### config.mk
export PLATFORM = sky130hd
export DESIGN_NAME = exec_stage_muldiv_flat
export DESIGN_NICKNAME = d
export VERILOG_FILES = /design/src/rtl/exec_stage_muldiv_if.sv /design/src/rtl/exec_stage_muldiv.sv /design/src/flat_wrapper.sv
export SDC_FILE = /design/constraint.sdc
export NUM_CORES = 2
export LEC_CHECK = 0
export CAP_MARGIN = 30
export CORE_UTILIZATION = 51
export CTS_CLUSTER_DIAMETER = 100
export DETAILED_ROUTE_END_ITERATION = 16
export PLACE_DENSITY = 0.82
export SYNTH_ARGS = -nofsm -noshare
export SYNTH_HDL_FRONTEND = slang
export SYNTH_SLANG_ARGS = --single-unit
### constraint.sdc
create_clock -name i_clk -period 11.9 [get_ports i_clk]
set_clock_uncertainty 0.1 [all_clocks]
set_input_delay 1.785 -clock i_clk [delete_from_list [all_inputs] [get_ports i_clk]]
set_output_delay 1.785 -clock i_clk [all_outputs]
set_load 0.005 [all_outputs]
### src/rtl/exec_stage_muldiv_if.sv
// Execute-stage bus: operands, forwarding data, mux/ALU/M-unit control in;
// ALU/target results and M-unit stall/done out.
interface exec_stage_muldiv_if #(
    parameter int unsigned XLEN = 32
) ();
    logic [XLEN-1:0] i_rd1;
    logic [XLEN-1:0] i_rd2;
    logic [XLEN-1:0] i_immext;
    logic [XLEN-1:0] i_pc;
    logic [XLEN-1:0] i_m_e_forward_data_alu;
    logic [XLEN-1:0] i_m_e_forward_data_immext;
    logic [XLEN-1:0] i_w_e_forward_data;
    logic [1:0]      i_mux_alu_forward_src_a;
    logic [1:0]      i_mux_alu_forward_src_b;
    logic            i_mux_alu_src_a;
    logic            i_mux_alu_src_b;
    logic            i_mux_pc_adder_src;
    logic [3:0]      i_alu_control;
    logic            i_md_valid;
    logic [2:0]      i_md_op;
    logic            i_flush;
    logic [XLEN-1:0] o_alu_result;
    logic [XLEN-1:0] o_memory_data;
    logic [3:0]      o_alu_flags;
    logic [XLEN-1:0] o_pc_adder_result;
    logic            o_stall;
    logic            o_md_done;

    modport master (
        output i_rd1, i_rd2, i_immext, i_pc,
        output i_m_e_forward_data_alu, i_m_e_forward_data_immext, i_w_e_forward_data,
        output i_mux_alu_forward_src_a, i_mux_alu_forward_src_b,
        output i_mux_alu_src_a, i_mux_alu_src_b, i_mux_pc_adder_src,
        output i_alu_control, i_md_valid, i_md_op, i_flush,
        input  o_alu_result, o_memory_data, o_alu_flags, o_pc_adder_result,
        input  o_stall, o_md_done
    );

    modport slave (
        input  i_rd1, i_rd2, i_immext, i_pc,
        input  i_m_e_forward_data_alu, i_m_e_forward_data_immext, i_w_e_forward_data,
        input  i_mux_alu_forward_src_a, i_mux_alu_forward_src_b,
        input  i_mux_alu_src_a, i_mux_alu_src_b, i_mux_pc_adder_src,
        input  i_alu_control, i_md_valid, i_md_op, i_flush,
        output o_alu_result, o_memory_data, o_alu_flags, o_pc_adder_result,
        output o_stall, o_md_done
    );
endinterface

### src/rtl/exec_stage_muldiv.sv
// Execute stage: forwarding, ALU, branch target adder and an iterative RV32M unit.
// Define EXEC_MULDIV_EARLY_OUT_EN to resolve trivial mul/div operands in one cycle.
module exec_stage_muldiv #(
    parameter int unsigned XLEN           = 32,
    parameter int unsigned BITS_PER_CYCLE = 1
) (
    input logic               i_clk,
    input logic               i_rst_n,
    exec_stage_muldiv_if.slave bus
);
    localparam int unsigned ITER = XLEN / BITS_PER_CYCLE;
    localparam int unsigned CW   = $clog2(ITER + 1);
    localparam int unsigned SW   = $clog2(XLEN);

    typedef enum logic [1:0] {S_IDLE, S_BUSY, S_DONE} state_t;
    typedef enum logic [2:0] {
        MD_MUL, MD_MULH, MD_MULHSU, MD_MULHU, MD_DIV, MD_DIVU, MD_REM, MD_REMU
    } md_op_t;
    typedef enum logic [3:0] {
        ALU_ADD = 4'd0, ALU_SUB = 4'd1, ALU_AND = 4'd2, ALU_OR  = 4'd3,
        ALU_XOR = 4'd4, ALU_SLT = 4'd5, ALU_SLTU = 4'd6, ALU_SLL = 4'd7,
        ALU_SRL = 4'd8, ALU_SRA = 4'd9
    } alu_op_t;

    logic [XLEN-1:0] fwd_a, fwd_b, src_a, src_b, alu_out, b_eff;
    logic [XLEN:0]   addsub;
    logic            sub_op, add_op, ovf, slt, sltu;
    logic [3:0]      alu_flags;
    logic [SW-1:0]   shamt;

    always_comb begin
        case (bus.i_mux_alu_forward_src_a)
            2'd0:    fwd_a = bus.i_rd1;
            2'd1:    fwd_a = bus.i_w_e_forward_data;
            2'd2:    fwd_a = bus.i_m_e_forward_data_alu;
            default: fwd_a = bus.i_m_e_forward_data_immext;
        endcase
        case (bus.i_mux_alu_forward_src_b)
            2'd0:    fwd_b = bus.i_rd2;
            2'd1:    fwd_b = bus.i_w_e_forward_data;
            2'd2:    fwd_b = bus.i_m_e_forward_data_alu;
            default: fwd_b = bus.i_m_e_forward_data_immext;
        endcase
    end

    assign src_a = bus.i_mux_alu_src_a ? bus.i_pc : fwd_a;
    assign src_b = bus.i_mux_alu_src_b ? bus.i_immext : fwd_b;
    assign bus.o_memory_data     = fwd_b;
    assign bus.o_pc_adder_result = (bus.i_mux_pc_adder_src ? fwd_a : bus.i_pc) + bus.i_immext;

    // One shared adder: subtract-style ops add ~b + 1; carry set means no borrow.
    assign sub_op = (bus.i_alu_control == ALU_SUB) || (bus.i_alu_control == ALU_SLT)
                 || (bus.i_alu_control == ALU_SLTU);
    assign add_op = sub_op || (bus.i_alu_control == ALU_ADD);
    assign b_eff  = sub_op ? ~src_b : src_b;
    assign addsub = {1'b0, src_a} + {1'b0, b_eff} + {{XLEN{1'b0}}, sub_op};
    assign ovf    = (src_a[XLEN-1] == b_eff[XLEN-1]) && (addsub[XLEN-1] != src_a[XLEN-1]);
    assign slt    = addsub[XLEN-1] ^ ovf;
    assign sltu   = ~addsub[XLEN];
    assign shamt  = src_b[SW-1:0];

    always_comb begin
        case (bus.i_alu_control)
            ALU_ADD, ALU_SUB: alu_out = addsub[XLEN-1:0];
            ALU_AND:  alu_out = src_a & src_b;
            ALU_OR:   alu_out = src_a | src_b;
            ALU_XOR:  alu_out = src_a ^ src_b;
            ALU_SLT:  alu_out = {{(XLEN-1){1'b0}}, slt};
            ALU_SLTU: alu_out = {{(XLEN-1){1'b0}}, sltu};
            ALU_SLL:  alu_out = src_a << shamt;
            ALU_SRL:  alu_out = src_a >> shamt;
            ALU_SRA:  alu_out = $unsigned($signed(src_a) >>> shamt);
            default:  alu_out = '0;
        endcase
        alu_flags = {alu_out[XLEN-1], alu_out == '0, add_op & addsub[XLEN], add_op & ovf};
    end

    // M unit
    state_t          state;
    md_op_t          op_r, op_in;
    logic [CW-1:0]   cnt;
    logic [XLEN-1:0] acc_hi, acc_lo, opb, result;
    logic            neg_res, neg_rem;
    logic            a_sgn, b_sgn, a_neg, b_neg, is_div, div_zero, div_ovf, early, fast;
    logic [XLEN-1:0] a_mag, b_mag, fast_res;

    assign op_in  = md_op_t'(bus.i_md_op);
    assign is_div = op_in[2];
    assign a_sgn  = (op_in == MD_MUL) || (op_in == MD_MULH) || (op_in == MD_MULHSU)
                 || (op_in == MD_DIV) || (op_in == MD_REM);
    assign b_sgn  = (op_in == MD_MUL) || (op_in == MD_MULH) || (op_in == MD_DIV)
                 || (op_in == MD_REM);
    assign a_neg  = a_sgn & fwd_a[XLEN-1];
    assign b_neg  = b_sgn & fwd_b[XLEN-1];
    assign a_mag  = a_neg ? ('0 - fwd_a) : fwd_a;
    assign b_mag  = b_neg ? ('0 - fwd_b) : fwd_b;
    assign div_zero = is_div && (fwd_b == '0);
    assign div_ovf  = is_div && a_sgn && (fwd_a == {1'b1, {(XLEN-1){1'b0}}}) && (fwd_b == '1);
`ifdef EXEC_MULDIV_EARLY_OUT_EN
    assign early = is_div ? (a_mag < b_mag) : ((fwd_a == '0) || (fwd_b == '0));
`else
    assign early = 1'b0;
`endif
    assign fast = div_zero || div_ovf || early;

    always_comb begin
        if (div_zero)      fast_res = op_in[1] ? fwd_a : '1;
        else if (div_ovf)  fast_res = op_in[1] ? '0 : {1'b1, {(XLEN-1){1'b0}}};
        else if (is_div)   fast_res = op_in[1] ? fwd_a : '0;
        else               fast_res = '0;
    end

    // Multiply shifts the partial product right through {hi,lo}; divide shifts the
    // dividend left out of lo into the remainder in hi, quotient bits into lo.
    logic [XLEN-1:0]   step_hi, step_lo, md_final;
    logic [XLEN:0]     ext, sh, diff;
    logic [2*XLEN-1:0] prod;
    logic [XLEN-1:0]   quo, rem;

    always_comb begin
        step_hi = acc_hi;
        step_lo = acc_lo;
        ext  = '0;
        sh   = '0;
        diff = '0;
        for (int unsigned i = 0; i < BITS_PER_CYCLE; i++) begin
            if (!op_r[2]) begin
                ext     = {1'b0, step_hi} + (step_lo[0] ? {1'b0, opb} : '0);
                step_lo = {ext[0], step_lo[XLEN-1:1]};
                step_hi = ext[XLEN:1];
            end else begin
                sh      = {step_hi, step_lo[XLEN-1]};
                diff    = sh - {1'b0, opb};
                step_lo = {step_lo[XLEN-2:0], ~diff[XLEN]};
                step_hi = diff[XLEN] ? sh[XLEN-1:0] : diff[XLEN-1:0];
            end
        end
        prod = {step_hi, step_lo};
        if (neg_res) prod = '0 - prod;
        quo = neg_res ? ('0 - step_lo) : step_lo;
        rem = neg_rem ? ('0 - step_hi) : step_hi;
        if (op_r[2])              md_final = op_r[1] ? rem : quo;
        else if (op_r == MD_MUL)  md_final = prod[XLEN-1:0];
        else                      md_final = prod[2*XLEN-1:XLEN];
    end

    always_ff @(posedge i_clk or negedge i_rst_n) begin
        if (!i_rst_n) begin
            state   <= S_IDLE;
            cnt     <= '0;
            op_r    <= MD_MUL;
            acc_hi  <= '0;
            acc_lo  <= '0;
            opb     <= '0;
            neg_res <= 1'b0;
            neg_rem <= 1'b0;
            result  <= '0;
        end else begin
            case (state)
                S_IDLE: begin
                    if (bus.i_md_valid && !bus.i_flush) begin
                        op_r    <= op_in;
                        neg_res <= a_neg ^ b_neg;
                        neg_rem <= a_neg;
                        acc_hi  <= '0;
                        acc_lo  <= a_mag;
                        opb     <= b_mag;
                        if (fast) begin
                            result <= fast_res;
                            state  <= S_DONE;
                        end else begin
                            cnt   <= CW'(ITER);
                            state <= S_BUSY;
                        end
                    end
                end
                S_BUSY: begin
                    if (bus.i_flush) begin
                        cnt   <= '0;
                        state <= S_IDLE;
                    end else begin
                        acc_hi <= step_hi;
                        acc_lo <= step_lo;
                        cnt    <= cnt - CW'(1);
                        if (cnt == CW'(1)) begin
                            result <= md_final;
                            state  <= S_DONE;
                        end
                    end
                end
                default: state <= S_IDLE;
            endcase
        end
    end

    assign bus.o_md_done    = (state == S_DONE) && !bus.i_flush;
    assign bus.o_stall      = (state == S_BUSY)
                           || ((state == S_IDLE) && bus.i_md_valid && !bus.i_flush);
    assign bus.o_alu_result = bus.o_md_done ? result : alu_out;
    assign bus.o_alu_flags  = bus.o_md_done ? 4'b0000 : alu_flags;
endmodule

### src/flat_wrapper.sv
// flat-port wrapper written by rule: the top's interface ports become plain ports
module exec_stage_muldiv_flat 
#(
    parameter int unsigned XLEN           = 32,
    parameter int unsigned BITS_PER_CYCLE = 1
)
  (i_clk, i_rst_n, bus_i_rd1, bus_i_rd2, bus_i_immext, bus_i_pc, bus_i_m_e_forward_data_alu, bus_i_m_e_forward_data_immext, bus_i_w_e_forward_data, bus_i_mux_alu_forward_src_a, bus_i_mux_alu_forward_src_b, bus_i_mux_alu_src_a, bus_i_mux_alu_src_b, bus_i_mux_pc_adder_src, bus_i_alu_control, bus_i_md_valid, bus_i_md_op, bus_i_flush, bus_o_alu_result, bus_o_memory_data, bus_o_alu_flags, bus_o_pc_adder_result, bus_o_stall, bus_o_md_done);
  exec_stage_muldiv_if #(.XLEN(XLEN)) bus_i ();
  input logic i_clk;
  input logic i_rst_n;
  input wire logic [$bits(bus_i.i_rd1)-1:0] bus_i_rd1;
  input wire logic [$bits(bus_i.i_rd2)-1:0] bus_i_rd2;
  input wire logic [$bits(bus_i.i_immext)-1:0] bus_i_immext;
  input wire logic [$bits(bus_i.i_pc)-1:0] bus_i_pc;
  input wire logic [$bits(bus_i.i_m_e_forward_data_alu)-1:0] bus_i_m_e_forward_data_alu;
  input wire logic [$bits(bus_i.i_m_e_forward_data_immext)-1:0] bus_i_m_e_forward_data_immext;
  input wire logic [$bits(bus_i.i_w_e_forward_data)-1:0] bus_i_w_e_forward_data;
  input wire logic [$bits(bus_i.i_mux_alu_forward_src_a)-1:0] bus_i_mux_alu_forward_src_a;
  input wire logic [$bits(bus_i.i_mux_alu_forward_src_b)-1:0] bus_i_mux_alu_forward_src_b;
  input wire logic [$bits(bus_i.i_mux_alu_src_a)-1:0] bus_i_mux_alu_src_a;
  input wire logic [$bits(bus_i.i_mux_alu_src_b)-1:0] bus_i_mux_alu_src_b;
  input wire logic [$bits(bus_i.i_mux_pc_adder_src)-1:0] bus_i_mux_pc_adder_src;
  input wire logic [$bits(bus_i.i_alu_control)-1:0] bus_i_alu_control;
  input wire logic [$bits(bus_i.i_md_valid)-1:0] bus_i_md_valid;
  input wire logic [$bits(bus_i.i_md_op)-1:0] bus_i_md_op;
  input wire logic [$bits(bus_i.i_flush)-1:0] bus_i_flush;
  output wire logic [$bits(bus_i.o_alu_result)-1:0] bus_o_alu_result;
  output wire logic [$bits(bus_i.o_memory_data)-1:0] bus_o_memory_data;
  output wire logic [$bits(bus_i.o_alu_flags)-1:0] bus_o_alu_flags;
  output wire logic [$bits(bus_i.o_pc_adder_result)-1:0] bus_o_pc_adder_result;
  output wire logic [$bits(bus_i.o_stall)-1:0] bus_o_stall;
  output wire logic [$bits(bus_i.o_md_done)-1:0] bus_o_md_done;
  assign bus_i.i_rd1 = bus_i_rd1;
  assign bus_i.i_rd2 = bus_i_rd2;
  assign bus_i.i_immext = bus_i_immext;
  assign bus_i.i_pc = bus_i_pc;
  assign bus_i.i_m_e_forward_data_alu = bus_i_m_e_forward_data_alu;
  assign bus_i.i_m_e_forward_data_immext = bus_i_m_e_forward_data_immext;
  assign bus_i.i_w_e_forward_data = bus_i_w_e_forward_data;
  assign bus_i.i_mux_alu_forward_src_a = bus_i_mux_alu_forward_src_a;
  assign bus_i.i_mux_alu_forward_src_b = bus_i_mux_alu_forward_src_b;
  assign bus_i.i_mux_alu_src_a = bus_i_mux_alu_src_a;
  assign bus_i.i_mux_alu_src_b = bus_i_mux_alu_src_b;
  assign bus_i.i_mux_pc_adder_src = bus_i_mux_pc_adder_src;
  assign bus_i.i_alu_control = bus_i_alu_control;
  assign bus_i.i_md_valid = bus_i_md_valid;
  assign bus_i.i_md_op = bus_i_md_op;
  assign bus_i.i_flush = bus_i_flush;
  assign bus_o_alu_result = bus_i.o_alu_result;
  assign bus_o_memory_data = bus_i.o_memory_data;
  assign bus_o_alu_flags = bus_i.o_alu_flags;
  assign bus_o_pc_adder_result = bus_i.o_pc_adder_result;
  assign bus_o_stall = bus_i.o_stall;
  assign bus_o_md_done = bus_i.o_md_done;
  exec_stage_muldiv #(.XLEN(XLEN), .BITS_PER_CYCLE(BITS_PER_CYCLE)) u_core (.i_clk(i_clk), .i_rst_n(i_rst_n), .bus(bus_i));
endmodule
# Word-level counts from Yosys, hierarchy flattened
# Index checks and enable logic that the tools add are counted.
# totals
register_bits	141
# classes
add_sub_neg	11
n_eq_ne	30
shifts	3
bitwise_logic	12
mux	47
n_reduce_logical	36
# ops
cell	count
2-to-1 mux 32 bit	30
one-hot mux 32 bit (9 select lines)	1
one-hot mux 32 bit (2 select lines)	3
one-hot mux 32 bit (3 select lines)	2
subtractor 1 x 32 -> 32 bit (first input constant)	4
equality test 32 bit (second input constant)	2
zero test 32 bit	2
2-to-1 mux 64 bit	1
subtractor 1 x 64 -> 64 bit (first input constant)	1
adder 32 x 32 -> 33 bit	1
adder 32 x 33 -> 33 bit	1
adder 33 x 1 -> 33 bit	1
subtractor 33 x 32 -> 33 bit	1
adder 32 bit	1
bitwise AND 32 bit	1
NOT 32 bit	1
bitwise OR 32 bit	1
<< shifter 32 x 5 -> 32 bit	1
right shift 32 x 5 -> 32 bit	1
>>> shifter 32 x 5 -> 32 bit	1
bitwise XOR 32 bit	1
2-to-1 mux 6 bit	3
equality test 4 x 3 -> 1 bit (second input constant)	4
one-hot mux 6 bit (2 select lines)	1
other kinds (32)	73

# Logic depth before layout (Yosys ltp)
# depth
depth_word	13
mapped_depth	30
mapped_depth_nobuf	26

# Worst setup path before layout
# OpenSTA, ideal clock, no wires.
# synth_timing
path_kind	input -> output
startpoint	input bus_i_mux_alu_forward_src_b[0]
endpoint	output bus_o_alu_result[30]
path_stages	25
setup_slack_ns	2.274
t_required_ns	10.015
t_arrival_ns	7.741
cell_sequence	clkbuf_1 > buf_2 > buf_2 > mux4_2 > mux2i_1 > buf_2 > buf_1 > clkbuf_1 > xnor2_1 > inv_1 > fa_1 > nor2b_1 > o21a_1 > o21ai_0 > a21oi_1 > a311oi_1 > a21oi_1 > a311oi_1 > o21ai_0 > o211ai_1 > a21oi_1 > nand2b_1 > mux2_2 > o21ai_0 > mux2_2
# synth_via
elab_chain_cells	9
# synth_lines
item	line	source
from (decl)	flat_wrapper.sv:19	input wire logic [$bits(bus_i.i_mux_alu_forward_src_b)-1:0] bus_i_mux_alu_forward_src_b;
equality test 2 bit (tied with other cells)	exec_stage_muldiv.sv:38	case (bus.i_mux_alu_forward_src_b)
one-hot mux 32 bit (3 select lines) (*)	exec_stage_muldiv.sv:38	
via bus_o_memory_data[1]	flat_wrapper.sv:28	output wire logic [$bits(bus_i.o_memory_data)-1:0] bus_o_memory_data;
2-to-1 mux 32 bit (*)	exec_stage_muldiv.sv:47	assign src_b = bus.i_mux_alu_src_b ? bus.i_immext : fwd_b;
NOT 32 bit	exec_stage_muldiv.sv:55	assign b_eff = sub_op ? ~src_b : src_b;
2-to-1 mux 32 bit	exec_stage_muldiv.sv:55	
adder 32 x 32 -> 33 bit	exec_stage_muldiv.sv:56	assign addsub = {1'b0, src_a} + {1'b0, b_eff} + {{XLEN{1'b0}}, sub_op};
adder 33 x 1 -> 33 bit	exec_stage_muldiv.sv:56	
one-hot mux 32 bit (9 select lines) (*)	exec_stage_muldiv.sv:63	case (bus.i_alu_control)
2-to-1 mux 32 bit (*)	exec_stage_muldiv.sv:199	assign bus.o_alu_result = bus.o_md_done ? result : alu_out;
to (decl)	flat_wrapper.sv:27	output wire logic [$bits(bus_i.o_alu_result)-1:0] bus_o_alu_result;
# The timed path passes the listed nets; every way through them passes the cells marked *.

# Worst setup path in the final report
# layout_timing
startpoint	input bus_i_mux_alu_forward_src_b[0]
endpoint	output bus_o_alu_flags[2]
# layout_via
elab_chain_cells	13
# layout_lines
item	line	source
equality test 2 bit (tied with other cells)	exec_stage_muldiv.sv:38	
one-hot mux 32 bit (3 select lines) (*)	exec_stage_muldiv.sv:38	
2-to-1 mux 32 bit (*)	exec_stage_muldiv.sv:47	
NOT 32 bit	exec_stage_muldiv.sv:55	
2-to-1 mux 32 bit	exec_stage_muldiv.sv:55	
adder 32 x 32 -> 33 bit	exec_stage_muldiv.sv:56	
adder 33 x 1 -> 33 bit	exec_stage_muldiv.sv:56	
!= test 1 bit	exec_stage_muldiv.sv:57	assign ovf = (src_a[XLEN-1] == b_eff[XLEN-1]) && (addsub[XLEN-1] != src_a[XLEN-1]);
logical AND 1 bit	exec_stage_muldiv.sv:57	
bitwise XOR 1 bit	exec_stage_muldiv.sv:58	assign slt = addsub[XLEN-1] ^ ovf;
one-hot mux 32 bit (9 select lines) (*)	exec_stage_muldiv.sv:63	
zero test 32 bit (*)	exec_stage_muldiv.sv:75	alu_flags = {alu_out[XLEN-1], alu_out == '0, add_op & addsub[XLEN], add_op & ovf};
2-to-1 mux 4 bit (*)	exec_stage_muldiv.sv:200	assign bus.o_alu_flags = bus.o_md_done ? 4'b0000 : alu_flags;
to (decl)	flat_wrapper.sv:29	output wire logic [$bits(bus_i.o_alu_flags)-1:0] bus_o_alu_flags;
# Mark *: on every way between the ends. The rest lies on a longest branch, timed or not.

==> impl_results.md <==
* Outcome: finished, final reports clean
* # H-tree levels at 4
* Post-DP HPWL at 115000 um
* Critical-path maximum fanout at 33
* Final WS setup at 1.35 ns
* Clk sinks at 141
* WS Path Type: in2out
* Crit share post-route at 88.7%
* # fillers at 4720
* Final instance area at 0.0314 mm^2
* DRT iter0 DRCs at 5612
* Clock buffer depth at 2
* Pre-CTS setup slack at 1.65 ns
* Setup_tns at 0 ns
* CTS Buf Count at 17
* Area growth, synth to finish at 17.1%
* I/O Buffers at approximately 340
* Slew HR at around 24%
* RSZ-0062 raised after global routing: no
* Worst-Margin Slew at 1.11 ns
* Seq cells post-synth at 141
* Pwr dens at 204 mW/mm^2
* Critical path cell sequence: buf_2, mux4_2, mux2i_4, buf_4, xnor2_1, ha_1, nor2b_1, o21a_1, o21ai_0, a21oi_1, a311oi_1, a21oi_1, a311oi_1, o211ai_1, mux2i_1, nand3_1, nor4_1, and4b_1, nand4_1, nor4_1, clkdlybuf4s50_1
* Mean Syn Cell Area at ~7.5 um^2
* Post-layout util at 60.9%
* Starting density of the core at 52.0%
* Max Freq at 0.0948 GHz
* Post-Syn Area at 0.0268 mm^2
* Finish-stage setup viols at 0
* Leak at 13.0 nW
* Number of synthesized flops with an enable pin at 0
* Type of the worst min-delay path: reg2reg
* CP startpoint kind: input pin
* Syn Nets at 4042
* Postcts setup bufs at 0
* CP required at 10.02 ns
* Asr flop ratio synth at 100%
* First-pass GRT wire length at 206000 um
* Initial DRT Pass Iterations at 7
* Total gr overflow at 0
* Share of post-route cells with drive strength above 1 at 8.48%
* Clock Latency Late Sink at about 0.46 ns
* Setup crit end kind: output pin
* Dominant synthesized flop cell: dfrtp_1
* Placer Congestion at 1.13
* Synth Warn # at 0
* Pin count of the biggest net entering global routing at 81
* Synth top area share at 13.2%
* DRT Wirelength at approximately 140000 um
* Post-synthesis sequential area ratio at approximately an eighth
* CP max stage delay at 0.74 ns
* Post-CTS sizing at 0
* Pwr Total at 6.41 mW
* Die Ht at around 230 um
* Core Region at 0.0516 mm^2
* Initial antenna violation count at 12
* Via Count at 32496
* Total die area at 0.0535 mm^2
* Fin nets at 4241
* Number of hold buffers added after CTS at 0
* Post-Synthesis Cells at between 3000 and 4000
* Worst Path Arrival at 8.66 ns
* Post-DRT Antenna Nets at 0
* WL per Instance at 32.2 um
* Cell Area, Placed at roughly 0.031 mm^2
* IO Pins at 344
* Total track usage at a little over half
* Min Clock Period, post-route at about 11 ns
* Number of max-cap violations at 0
* Top area cells in the synthesized netlist: dfrtp_1, ha_1, mux2i_1
* Die width at 231 um
* Drc violations at 0
* Area leader, netlist: dfrtp_1
* Clock Tree Root: clkbuf_16
* TritonCTS clock tree: done
* Flop2flop setup slack at 4.70 ns
* Fin. max-slew vios at 0
* FP Rows at 83
* Vias/cell at 7.22
* Final Hold Fails at 0
* Unique masters post-synth at 99
* Clk slew on worst S/H paths at 0.06 ns
* Max stage delay cell, worst path: mux4_2
* Vias in the first global route at 29579
* Max VDD drop at 0.000176 V
-- cell usage after synthesis, types with 10 or more instances --
cell type / count
o2111ai_1: 11
a311oi_1: 16
buf_2: 14
nand2b_1: 37
inv_1: 167
mux4_2: 67
a211o_1: 10
o311ai_0: 10
nor2_1: 374
nand4_1: 39
buf_1: 23
nand3_1: 70
o221ai_1: 15
a221oi_1: 36
a21oi_1: 274
dfrtp_1: 141
nor2b_1: 12
nor3b_1: 12
or3_1: 29
and2_1: 47
a22o_1: 11
nand2_1: 317
mux2_2: 92
or2_2: 18
a22oi_1: 20
nor4_1: 20
clkbuf_1: 187
a31oi_1: 42
xnor2_1: 159
o41ai_1: 12
o21ai_0: 302
o21bai_1: 10
xor2_1: 97
and3_1: 21
a2111oi_0: 18
a21o_1: 50
mux2i_1: 178
nor3_1: 94
o22ai_1: 20
o31ai_1: 46
a211oi_1: 45
ha_1: 198
o211ai_1: 47
o21a_1: 25
-- layout by cell type (no fill, tap or decap), types with 25 or more instances in the layout --
master	instances
nor2_1	373
clkdlybuf4s50_1	337
nand2_1	317
o21ai_0	301
a21oi_1	273
ha_1	198
mux2i_1	173
inv_1	166
xnor2_1	159
dfrtp_1	139
xor2_1	97
mux2_2	92
nor3_1	91
nand3_1	70
mux4_2	67
buf_4	62
a21o_1	50
and2_1	47
o211ai_1	47
o31ai_1	46
a211oi_1	45
a31oi_1	42
nand4_1	39
nand2b_1	36
a221oi_1	36
or3_1	28
o21a_1	25
-- registers in the layout (all words and copies together) (netlist names) --
signal and cells:
u_core.acc_hi 32, u_core.acc_lo 32, u_core.cnt 6, u_core.neg_rem 1, u_core.neg_res 1, u_core.op_r 3
u_core.opb 32, u_core.result 32, u_core.state 2
-- worst max-delay path: cells and delay by family --
family                     cells  cell delay (ns)
buffers and inverters          3             1.47
xor gates and xnor gates       1             0.13
adders and majority gates      1             0.35
muxes                          3             1.12
AOI/OAI and AO/OA              7             2.39
and+or+nand+nor                6             1.41
-- stage by stage --
step                      std cells  hold WS [ns]
after detailed placement       4454         0.376
final                          4499         0.390
after floorplan                3598         0.348
after CTS                      4486         0.392
after global placement         4446         0.364
after global routing           4496         0.426
-- cells by family (layout without fill, tap and decap cells) --
family          Yosys count  after routing  share of synthesized area, %
simple gates           1141           1141                          19.9
compound gates         1120           1120                          27.2
xor+xnor                256            256                          8.36
buf+inv                 401            613                          5.74
fa+ha+maj               202            202                          9.53
other cells               0              9                             0
flops                   141            141                          13.2
mux                     337            337                          16.1
-- routing by layer --
| layer | global-route usage, % | vias up | part of all wire [%] |
|---|---|---|---|
| li1 | - | 13747 | - |
| met1 | 68.3 | 15318 | 37 |
| met2 | 73.3 | 2837 | 39 |
| met3 | 20.0 | 584 | 16 |
| met4 | 31.5 | 10 | 7.5 |
| met5 | 1.01 | - | 0.089 |
-- layout make-up --
type	instances	area (um^2)	area share, %
clock buffers	18	429	1.37
multi-input cells	3056	21900	69.6
clock inverters	14	158	0.502
well taps	680	851	2.71
repair buffers	407	3890	12.4
diodes	9	22.5	0.0717
inverters	174	654	2.08
flip-flops and latches	141	3530	11.2
-- power breakdown --
| group | internal (mW) | switching (mW) |
|---|---|---|
| registers | 0.667 | 0.297 |
| clock network | 0.297 | 0.266 |
| logic | 1.78 | 3.11 |
| total | 2.74 | 3.67 |
-- final timing paths --
| check | start | endpoint | depth (start not counted) |
|---|---|---|---|
| min in group asynchronous | i_rst_n | u_core.acc_hi[20] | 1 |
| max in group asynchronous | i_rst_n | u_core.op_r[2] | 2 |
| hold / removal | u_core.result[14] | u_core.result[14] | 2 |
| setup / recovery | bus_i_mux_alu_forward_src_b[0] | bus_o_alu_flags[2] | 21 |
| hold reg to reg | u_core.result[14] | u_core.result[14] | 2 |
| setup reg to reg | u_core.acc_lo[31] | u_core.result[25] | 18 |
No activity file was read; power rests on OpenSTA's default activity.
